<file path="config.mk">
export PLATFORM = sky130hd
export DESIGN_NAME = side_store_unit
export DESIGN_NICKNAME = d
export VERILOG_FILES = /design/src/rtl/side_store_pkg.sv /design/src/rtl/side_store_unit_fifo.sv /design/src/rtl/side_store_unit.sv
export SDC_FILE = /design/constraint.sdc
export NUM_CORES = 1
export LEC_CHECK = 0
export CAP_MARGIN = 20
export CORE_UTILIZATION = 55
export DETAILED_ROUTE_END_ITERATION = 10
export PLACE_DENSITY = 0.79
export SYNTH_ARGS = -nofsm -noshare
export SYNTH_HDL_FRONTEND = slang
export SYNTH_SLANG_ARGS = --single-unit
</file>
<file path="constraint.sdc">
create_clock -name clk -period 2.5 [get_ports clk]
set_input_delay 0.25 -clock clk [delete_from_list [all_inputs] [get_ports clk]]
set_output_delay 0.25 -clock clk [all_outputs]
set_load 0.05 [all_outputs]
</file>
<file path="src/rtl/side_store_pkg.sv">
// Shared widths, side encoding and read-response payload for the side store.
package side_store_pkg;

  localparam int unsigned DATA_W = 7;
  localparam int unsigned DEPTH  = 4;
  localparam int unsigned PTR_W  = $clog2(DEPTH);
  localparam int unsigned CNT_W  = PTR_W + 1;

  localparam logic SIDE_LEFT  = 1'b0;
  localparam logic SIDE_RIGHT = 1'b1;

  typedef logic [DATA_W-1:0] word_t;

  // Registered read-port response
  typedef struct packed {
    logic  valid;
    logic  err;
    logic  side;
    word_t data;
  } rd_resp_t;

endpackage

</file>
<file path="src/rtl/side_store_unit_fifo.sv">
// side_fifo: single-clock circular FIFO for one side of the store.
//   clk, rst      : clock, synchronous active-high reset
//   wr_en/wr_data : push request and word
//   rd_en         : pop request (ignored when empty)
//   rd_data       : head entry (combinational from memory)
//   count         : occupancy 0..DEPTH
//   full/empty    : decoded from the registered count
module side_fifo
  import side_store_pkg::*;
(
  input  logic             clk,
  input  logic             rst,
  input  logic             wr_en,
  input  logic [DATA_W-1:0] wr_data,
  input  logic             rd_en,
  output logic [DATA_W-1:0] rd_data,
  output logic [CNT_W-1:0]  count,
  output logic             full,
  output logic             empty
);

  logic [DATA_W-1:0] mem [DEPTH];
  logic [PTR_W-1:0]  wr_ptr;
  logic [PTR_W-1:0]  rd_ptr;
  logic              do_rd;
  logic              do_wr;

  assign full  = (count == CNT_W'(DEPTH));
  assign empty = (count == CNT_W'(0));

  // A pop on a full FIFO frees the slot the same-cycle push lands in
  assign do_rd = rd_en & ~empty;
  assign do_wr = wr_en & (~full | do_rd);

  assign rd_data = mem[rd_ptr];

  // Pointer and occupancy tracking; pointers wrap naturally at DEPTH
  always_ff @(posedge clk) begin
    if (rst) begin
      wr_ptr <= '0;
      rd_ptr <= '0;
      count  <= '0;
    end else begin
      if (do_wr) wr_ptr <= wr_ptr + PTR_W'(1);
      if (do_rd) rd_ptr <= rd_ptr + PTR_W'(1);
      case ({do_wr, do_rd})
        2'b10:   count <= count + CNT_W'(1);
        2'b01:   count <= count - CNT_W'(1);
        default: count <= count;
      endcase
    end
  end

  // Storage array; contents are don't-care until written
  always_ff @(posedge clk) begin
    if (do_wr) mem[wr_ptr] <= wr_data;
  end

endmodule

</file>
<file path="src/rtl/side_store_unit.sv">
// side_store_unit: captures the control unit's user word on each rising edge
// of en_left/en_right into per-side FIFOs and serves them on a 1-cycle
// request/valid read port.
//   clk, rst                  : clock, synchronous active-high reset
//   din, en_left, en_right    : word and level enables from the control unit
//   rd_req, rd_sel            : read request and side (0 left, 1 right)
//   rd_valid/rd_data/rd_side  : registered read response
//   rd_err                    : registered pulse, read of an empty side
//   left_/right_count,_full,_empty : per-side occupancy and status
//   overflow                  : sticky, a write to a full side was dropped
module side_store_unit
  import side_store_pkg::*;
(
  input  logic              clk,
  input  logic              rst,
  input  logic [DATA_W-1:0] din,
  input  logic              en_left,
  input  logic              en_right,
  input  logic              rd_req,
  input  logic              rd_sel,
  output logic              rd_valid,
  output logic [DATA_W-1:0] rd_data,
  output logic              rd_side,
  output logic              rd_err,
  output logic [CNT_W-1:0]  left_count,
  output logic [CNT_W-1:0]  right_count,
  output logic              left_full,
  output logic              right_full,
  output logic              left_empty,
  output logic              right_empty,
  output logic              overflow
);

  logic     en_left_q;
  logic     en_right_q;
  logic     wr_l;
  logic     wr_r;
  logic     rd_l;
  logic     rd_r;
  logic     drop;
  logic     sel_empty;
  word_t    left_head;
  word_t    right_head;
  word_t    sel_head;
  rd_resp_t resp_q;

  // Enables are levels; only the rising edge is a write
  assign wr_l = en_left  & ~en_left_q;
  assign wr_r = en_right & ~en_right_q;

  assign rd_l = rd_req & (rd_sel == SIDE_LEFT);
  assign rd_r = rd_req & (rd_sel == SIDE_RIGHT);

  side_fifo u_left (
    .clk     (clk),
    .rst     (rst),
    .wr_en   (wr_l),
    .wr_data (din),
    .rd_en   (rd_l),
    .rd_data (left_head),
    .count   (left_count),
    .full    (left_full),
    .empty   (left_empty)
  );

  side_fifo u_right (
    .clk     (clk),
    .rst     (rst),
    .wr_en   (wr_r),
    .wr_data (din),
    .rd_en   (rd_r),
    .rd_data (right_head),
    .count   (right_count),
    .full    (right_full),
    .empty   (right_empty)
  );

  // Read mux over the selected side's pre-cycle state
  assign sel_empty = (rd_sel == SIDE_RIGHT) ? right_empty : left_empty;
  assign sel_head  = (rd_sel == SIDE_RIGHT) ? right_head  : left_head;

  // A full side only drops the word when no same-side read frees a slot
  assign drop = (wr_l & left_full  & ~rd_l) |
                (wr_r & right_full & ~rd_r);

  // Edge-detect history, read response and sticky overflow
  always_ff @(posedge clk) begin
    if (rst) begin
      en_left_q  <= 1'b0;
      en_right_q <= 1'b0;
      resp_q     <= '0;
      overflow   <= 1'b0;
    end else begin
      en_left_q    <= en_left;
      en_right_q   <= en_right;
      resp_q.valid <= rd_req & ~sel_empty;
      resp_q.err   <= rd_req &  sel_empty;
      if (rd_req) resp_q.side <= rd_sel;
      if (rd_req & ~sel_empty) resp_q.data <= sel_head;
      if (drop) overflow <= 1'b1;
    end
  end

  assign rd_valid = resp_q.valid;
  assign rd_err   = resp_q.err;
  assign rd_side  = resp_q.side;
  assign rd_data  = resp_q.data;

endmodule
</file>
[Yosys cells after proc, flatten, opt, wreduce, memory -nomap -nowiden]
Memories as Yosys holds them, arrays and structs flattened. A register that Yosys moved wholly into a read port is not among the register bits.
Index checks and enable logic that the tools add are counted.
Cells by class
  equal/unequal tests: 6
  reduce and logical (&&, ||, !) cells: 4
  multiplexer cells: 12
  add/sub/neg operators: 8
  bitwise gates (word level): 27
Operators by type and width (number)
  $and A1 B1 Y1: 14
  $pmux W3 S2: 2
  $not A1 Y1: 10
  $add A2 B1 Y2 const B: 4
  $mux W2: 4
  $mux W7: 1
  $add A3 B1 Y3 const B: 2
  $eq A3 B3 Y1 const B: 2
  $logic_not A3 Y1: 2
  $sub A3 B1 Y3 const B: 2
  $mux W1: 5
  $eq A2 B1 Y1 const B: 2
  $eq A2 B2 Y1 const B: 2
  $reduce_bool A2 Y1: 2
  $or A1 B1 Y1: 3
Storage, ports and cells
  word-level logic and storage cells: 72
  bits in registers: 27
  memories: 2
  output and inout port bits: 21
  input port bits: 13
  memory bits (writable): 56
Memory list
  u_left.mem: words 4, bits a word 7, read ports 1, clocked after Yosys merged registers in 1, wr ports 1, line side_store_unit_fifo.sv:22  | logic [DATA_W-1:0] mem [DEPTH];
  u_right.mem: words 4, bits a word 7, read ports 1, clocked after Yosys merged registers in 1, wr ports 1, line side_store_unit_fifo.sv:22

[Logic depth before layout (Yosys ltp)]
  depth after elaboration: 7
  mapped depth: 9
  gate-level depth less buffers: 9

[Modules after synthesis]
From an unflattened synthesis, not the netlist that was laid out.
Second synthesis, totals
  cells, all modules: 246
  area total of the unflattened synthesis: 3674.8 um^2
Modules (own cells, without submodules)
  side_fifo: times used 2, cells each 96, area an instance 1534.0 um^2
  side_store_unit: times used 1, cells each 54, area an instance 606.8 um^2

[Least setup slack after synthesis]
No wires, ideal clock.
  path kind: register -> register
  start: register u_left.count[2]
  end: register u_left.count[2]
  required time: 2.429 ns
  setup slack: -1.151 ns
  clock period less this slack: 3.651 ns
  arrival: 3.580 ns
  cell stages (with the launch flop): 10
  library setup time: 0.071 ns
  path through: dfxtp_1 -> nor3b_1 -> a21boi_2 -> inv_1 -> ha_1 -> inv_1 -> fa_1 -> xor2_1 -> or3_1 -> a21oi_1
On the way
  elaborated cells on any way between the ends: 13
  those cells by class: add/sub (2); eq/ne (3); mux (1); bitwise (5); reduce/logical (2)
RTL lines
  start: declaration: line side_store_unit_fifo.sv:17  | output logic [CNT_W-1:0] count,
  start signal: assignment: line side_store_unit_fifo.sv:47  | 2'b10: count <= count + CNT_W'(1);
  start signal: assignment: line side_store_unit_fifo.sv:48  | 2'b01: count <= count - CNT_W'(1);
  start signal: assignment: line side_store_unit_fifo.sv:49  | default: count <= count;
  $eq A3 B3 Y1 *: line side_store_unit_fifo.sv:28  | assign full = (count == CNT_W'(DEPTH));
  named net left_full: line side_store_unit.sv:27  | output logic left_full,
  $not A1 Y1 *: line side_store_unit_fifo.sv:33  | assign do_wr = wr_en & (~full | do_rd);
  $or A1 B1 Y1 *: line side_store_unit_fifo.sv:33
  $and A1 B1 Y1 *: line side_store_unit_fifo.sv:33
  $eq A2 B1 Y1 / $eq A2 B2 Y1 (equally long branches): line side_store_unit_fifo.sv:46  | case ({do_wr, do_rd})
  $pmux W3 S2 / $reduce_bool A2 Y1 (equally long branches)
The timed path passes the listed nets; every way through them passes the cells marked *.
A chain may end at the register's enable or synchronous reset.

[Worst setup path in the final report]
  start: register u_right.count[0]
  end: output port right_full
On the way
  word-level cells in the longest chain between the ends: 1
Ends and longest elaborated chain
  start: declaration: line side_store_unit_fifo.sv:17
  start signal: assignment: line side_store_unit_fifo.sv:47
  start signal: assignment: line side_store_unit_fifo.sv:48
  start signal: assignment: line side_store_unit_fifo.sv:49
  $eq A3 B3 Y1: line side_store_unit_fifo.sv:28
  end: declaration: line side_store_unit.sv:28  | output logic right_full,
Every way passes these cells.

==> summary.md <==
| Metric | Value |
|---|---|
| Number of rows created at floorplan | 29 |
| Number of endpoints failing setup at the final stage | 0 |
| Starting DRT DRC Count | 81 |
| Cell at the root of the clock tree | sky130_fd_sc_hd__clkbuf_8 |
| Detail-routed net length per standard cell | 16.24 um |
| Met3 global-route usage | 0.05934 |
| Internal power | 0.002205 W |
| I/O pin cnt | 34 |
| TritonCTS buffer count | 9 |
| Fmax | 428.2 MHz |
| Clock H-tree levels | 3 |
| Pwr/cell area | 735.0 mW/mm2 |
| Setup Slack @ Placement | 134.3 ps |
| Port-buffer cells | 33 |
| Initial Util | 0.5682 |
| Number of antenna-violating nets in the routed design | 0 |
| Switching share of power | 0.2844 |
| DR vias/cell | 5.406 |
| Global-route wire length before repair | 8.976 mm |
| Remaining routing DRC violations | 0 |
| Sequential power share | 0.545 |
| Clock tree from TritonCTS | built |
| Placer Congestion | 0.8309 |
| Cell type with the highest aggregate area in the netlist | sky130_fd_sc_hd__edfxtp_1 |
| Number of standard cells after synthesis | 236 |
| Dominant synthesized flop cell | sky130_fd_sc_hd__edfxtp_1 |
| Area of the placeable core | 0.006314 mm2 |
| Path category of the worst min-delay check | flop to flop |
| VDD IR-drop max | 0.0004960 V |
| Share of the yosys chip area belonging to registers | 0.6418 |
| Biggest area contributors in the synthesized netlist | sky130_fd_sc_hd__edfxtp_1 47%, sky130_fd_sc_hd__dfxtp_1 17%, sky130_fd_sc_hd__mux4_2 8.8%, sky130_fd_sc_hd__ha_1 3.1%, sky130_fd_sc_hd__mux2i_1 2.8% |
| DIE WIDTH | 82.76 um |
| GR Layer Usage met2 | 0.3180 |
| Number of diodes | 0 |
| Total wire length after detailed routing | 5.797 mm |
| Maximum fanout along the worst path | 8 |
| Final hold slack | 477.9 ps |
| Worst clock skew on the final layout | 8.154 ps |
| Synth Area per Inst | 15.20 um2 |
| Synth Net Count | 260 |
| Vert. Die Dim | 82.76 um |
| Hold_buf cts | 0 |
| Number of distinct library cell variants in the gate-level netlist after synthesis | 40 |
| Data arrival time at the worst-slack endpoint | 2090 ps |
| Area of the die | 0.006849 mm2 |
| Clock input transition at the sequential cells of the worst setup and hold paths | 80 ps |
| Leakage component of the power | 1.395 nW |
| Share of synthesized flip-flops with an asynchronous set or reset | 0 |
| Layout overhead on the synthesized area | 16.85% |
| Final period utilization | 0.9342 |
| Setup TNS Final | 0 ps |
| RSZ-0062 raised after global routing | no |
| Worst-Skew Late Latency | 350 ps |
| EDFF count, synth | 56 |
| GR peak layer | met2 |
| Setup bufs post-CTS | 0 |
| Net switching power of the design | 0.0008761 W |
| Area share of the largest cell type after synthesis | 0.4688 |
| Max Buffers Root-to-Sink | 2 |
| CP Class | flop to output port |
| Total global-route track usage | 0.1918 |
| Startpoint type of the worst setup path | flop |
| Synth warnings | 0 |
| Total number of vias | 1930 |
| Final Hold Fails | 0 |
| CTS Sinks | 87 |
| Clock network power share | 0.274 |
| Endpoint type of the worst setup path | output port |
| Transition at the pin with the smallest max-transition slack | 511.6 ps |
| Cell area after synthesis | 0.003587 mm2 |
| Worst max-slew margin expressed relative to the limit | 0.6579 |
| Met1 Track Usage GR | 0.2353 |
| Antenna violations before repair | 0 |
| Final Slew Violations | 0 |
| Number of global-route vias before repair | 1845 |
| Number of iterations in the first detailed-routing pass | 4 |
| Count of nets after finishing | 299 |
| Run status | finished, final reports clean |
| Required time worst endpoint | 2250 ps |
| GRT Residual Overflow | 0 |
| Number of synthesized register bits | 87 |
| Post-layout minimum cycle time | 2336 ps |
| Share of cells above drive strength 1 | 0.1750 |
| Max-capacitance violation count | 0 |
| Largest net degree at the start of global routing | 30 |
| Worst-case setup margin in the final layout | 164.4 ps |
| Number of instances resized during post-cts repair | 0 |
| Detailed placement HPWL | 4.226 mm |
| Fraction of power consumed by combinational cells | 0.180 |
==> power by group through the flow <==
stage	combinational, W	sequential, W	clock, W
floorplan	0.000304	0.00180	0
global placement	0.000550	0.00171	0
detailed placement	0.000561	0.00172	0
CTS	0.000564	0.00168	0.000865
global route	0.000602	0.00169	0.000919
finish	0.000556	0.00168	0.000844
==> per-stage QoR <==
| stage | area (um2) | total power [W] | instances | util |
|---|---|---|---|---|
| floorplan | 3616 | 0.002105 | 236 | - |
| global placement | 4019 | 0.002261 | 341 | 0.6365 |
| detailed placement | 4019 | 0.002277 | 341 | 0.6365 |
| CTS | 4192 | 0.003111 | 357 | 0.6639 |
| global route | 4192 | 0.003215 | 357 | 0.6639 |
| finish | 4192 | 0.003081 | 357 | 0.6639 |
==> critical path, stage by stage, from the launching register on <==
cell	delay (ps)
sky130_fd_sc_hd__dfxtp_1	390
sky130_fd_sc_hd__nor2_1	350
sky130_fd_sc_hd__and2_1	200
sky130_fd_sc_hd__clkdlybuf4s50_1	800
==> cells in the final DEF, fill, tap and decap left out, drive strengths merged, types with 2 or more instances in the layout <==
| cell type | n |
|---|---|
| edfxtp | 56 |
| clkdlybuf4s50 | 33 |
| dfxtp | 31 |
| nor2 | 23 |
| mux4 | 14 |
| inv | 11 |
| mux2i | 10 |
| and2 | 10 |
| clkbuf | 10 |
| ha | 9 |
| a21oi | 8 |
| a211oi | 7 |
| xnor2 | 7 |
| buf | 6 |
| nor2b | 5 |
| nand3 | 4 |
| xor2 | 3 |
| nand2b | 3 |
| nand2 | 3 |
| nor3b | 3 |
| clkinv | 3 |
| or3 | 2 |
| o211ai | 2 |
| clkinvlp | 2 |
| nor3 | 2 |
| a31oi | 2 |
| or2 | 2 |
| fa | 2 |
==> kinds of logic after synthesis <==
logic type,after synthesis,share of synthesized area
mux,24,0.1158
buf+inv,21,0.02964
compound gates,26,0.05790
simple gates,57,0.08790
fa+ha+maj,11,0.04255
xor+xnor,10,0.02442
flops,87,0.6418
==> routing by layer <==
layer,part of all wire,vias to the layer above
met1,0.44,923
met4,0.013,0
li1,-,951
met2,0.50,44
met3,0.045,12
met5,0,-
==> synthesized netlist by cell type (2+ instances only) <==
cell type                  count
sky130_fd_sc_hd__a211oi_1      7
sky130_fd_sc_hd__a21oi_1       8
sky130_fd_sc_hd__and2_1        9
sky130_fd_sc_hd__buf_4         3
sky130_fd_sc_hd__buf_6         2
sky130_fd_sc_hd__clkbuf_1      4
sky130_fd_sc_hd__dfxtp_1      31
sky130_fd_sc_hd__edfxtp_1     56
sky130_fd_sc_hd__fa_1          2
sky130_fd_sc_hd__ha_1          9
sky130_fd_sc_hd__inv_1        10
sky130_fd_sc_hd__mux2i_1      10
sky130_fd_sc_hd__mux4_2       14
sky130_fd_sc_hd__nand2_1       2
sky130_fd_sc_hd__nand2b_1      2
sky130_fd_sc_hd__nand3_1       4
sky130_fd_sc_hd__nor2_1       23
sky130_fd_sc_hd__nor2b_1       5
sky130_fd_sc_hd__nor3_2        2
sky130_fd_sc_hd__nor3b_1       3
sky130_fd_sc_hd__o211ai_1      2
sky130_fd_sc_hd__or3_1         2
sky130_fd_sc_hd__xnor2_1       7
sky130_fd_sc_hd__xor2_1        3
==> path summary, 6_finish.rpt <==
| path | from | to | slack [ps] | cells past startpoint |
|---|---|---|---|---|
| setup / recovery | u_right.count[0] | right_full | 160 | 3 |
| hold / removal | rd_side | rd_side | 480 | 2 |
| setup reg to reg | u_right.count[2] | u_right.count[2] | 420 | 6 |
| hold reg to reg | rd_side | rd_side | 480 | 2 |
==> flip-flops by register name, summed over array words and instances, names as in the netlist, named ones only <==
signal / count
u_left.rd_ptr: 2
rd_data: 7
u_left.count: 3
overflow: 1
en_right_q: 1
u_left.mem: 28
u_right.wr_ptr: 2
rd_err: 1
en_left_q: 1
u_left.wr_ptr: 2
rd_side: 1
u_right.count: 3
u_right.mem: 28
u_right.rd_ptr: 2
rd_valid: 1
==> layout make-up <==
cell class / instances / area, um2
fill: 477 / 2122
sequential: 87 / 2308
timing repair buffer: 39 / 375.4
clock buffer: 10 / 127.6
tap: 77 / 96.34
clock inverter: 6 / 45.04
multi-input combinational: 128 / 1201
inverter: 10 / 37.54
(Power assumes the default switching activity.)
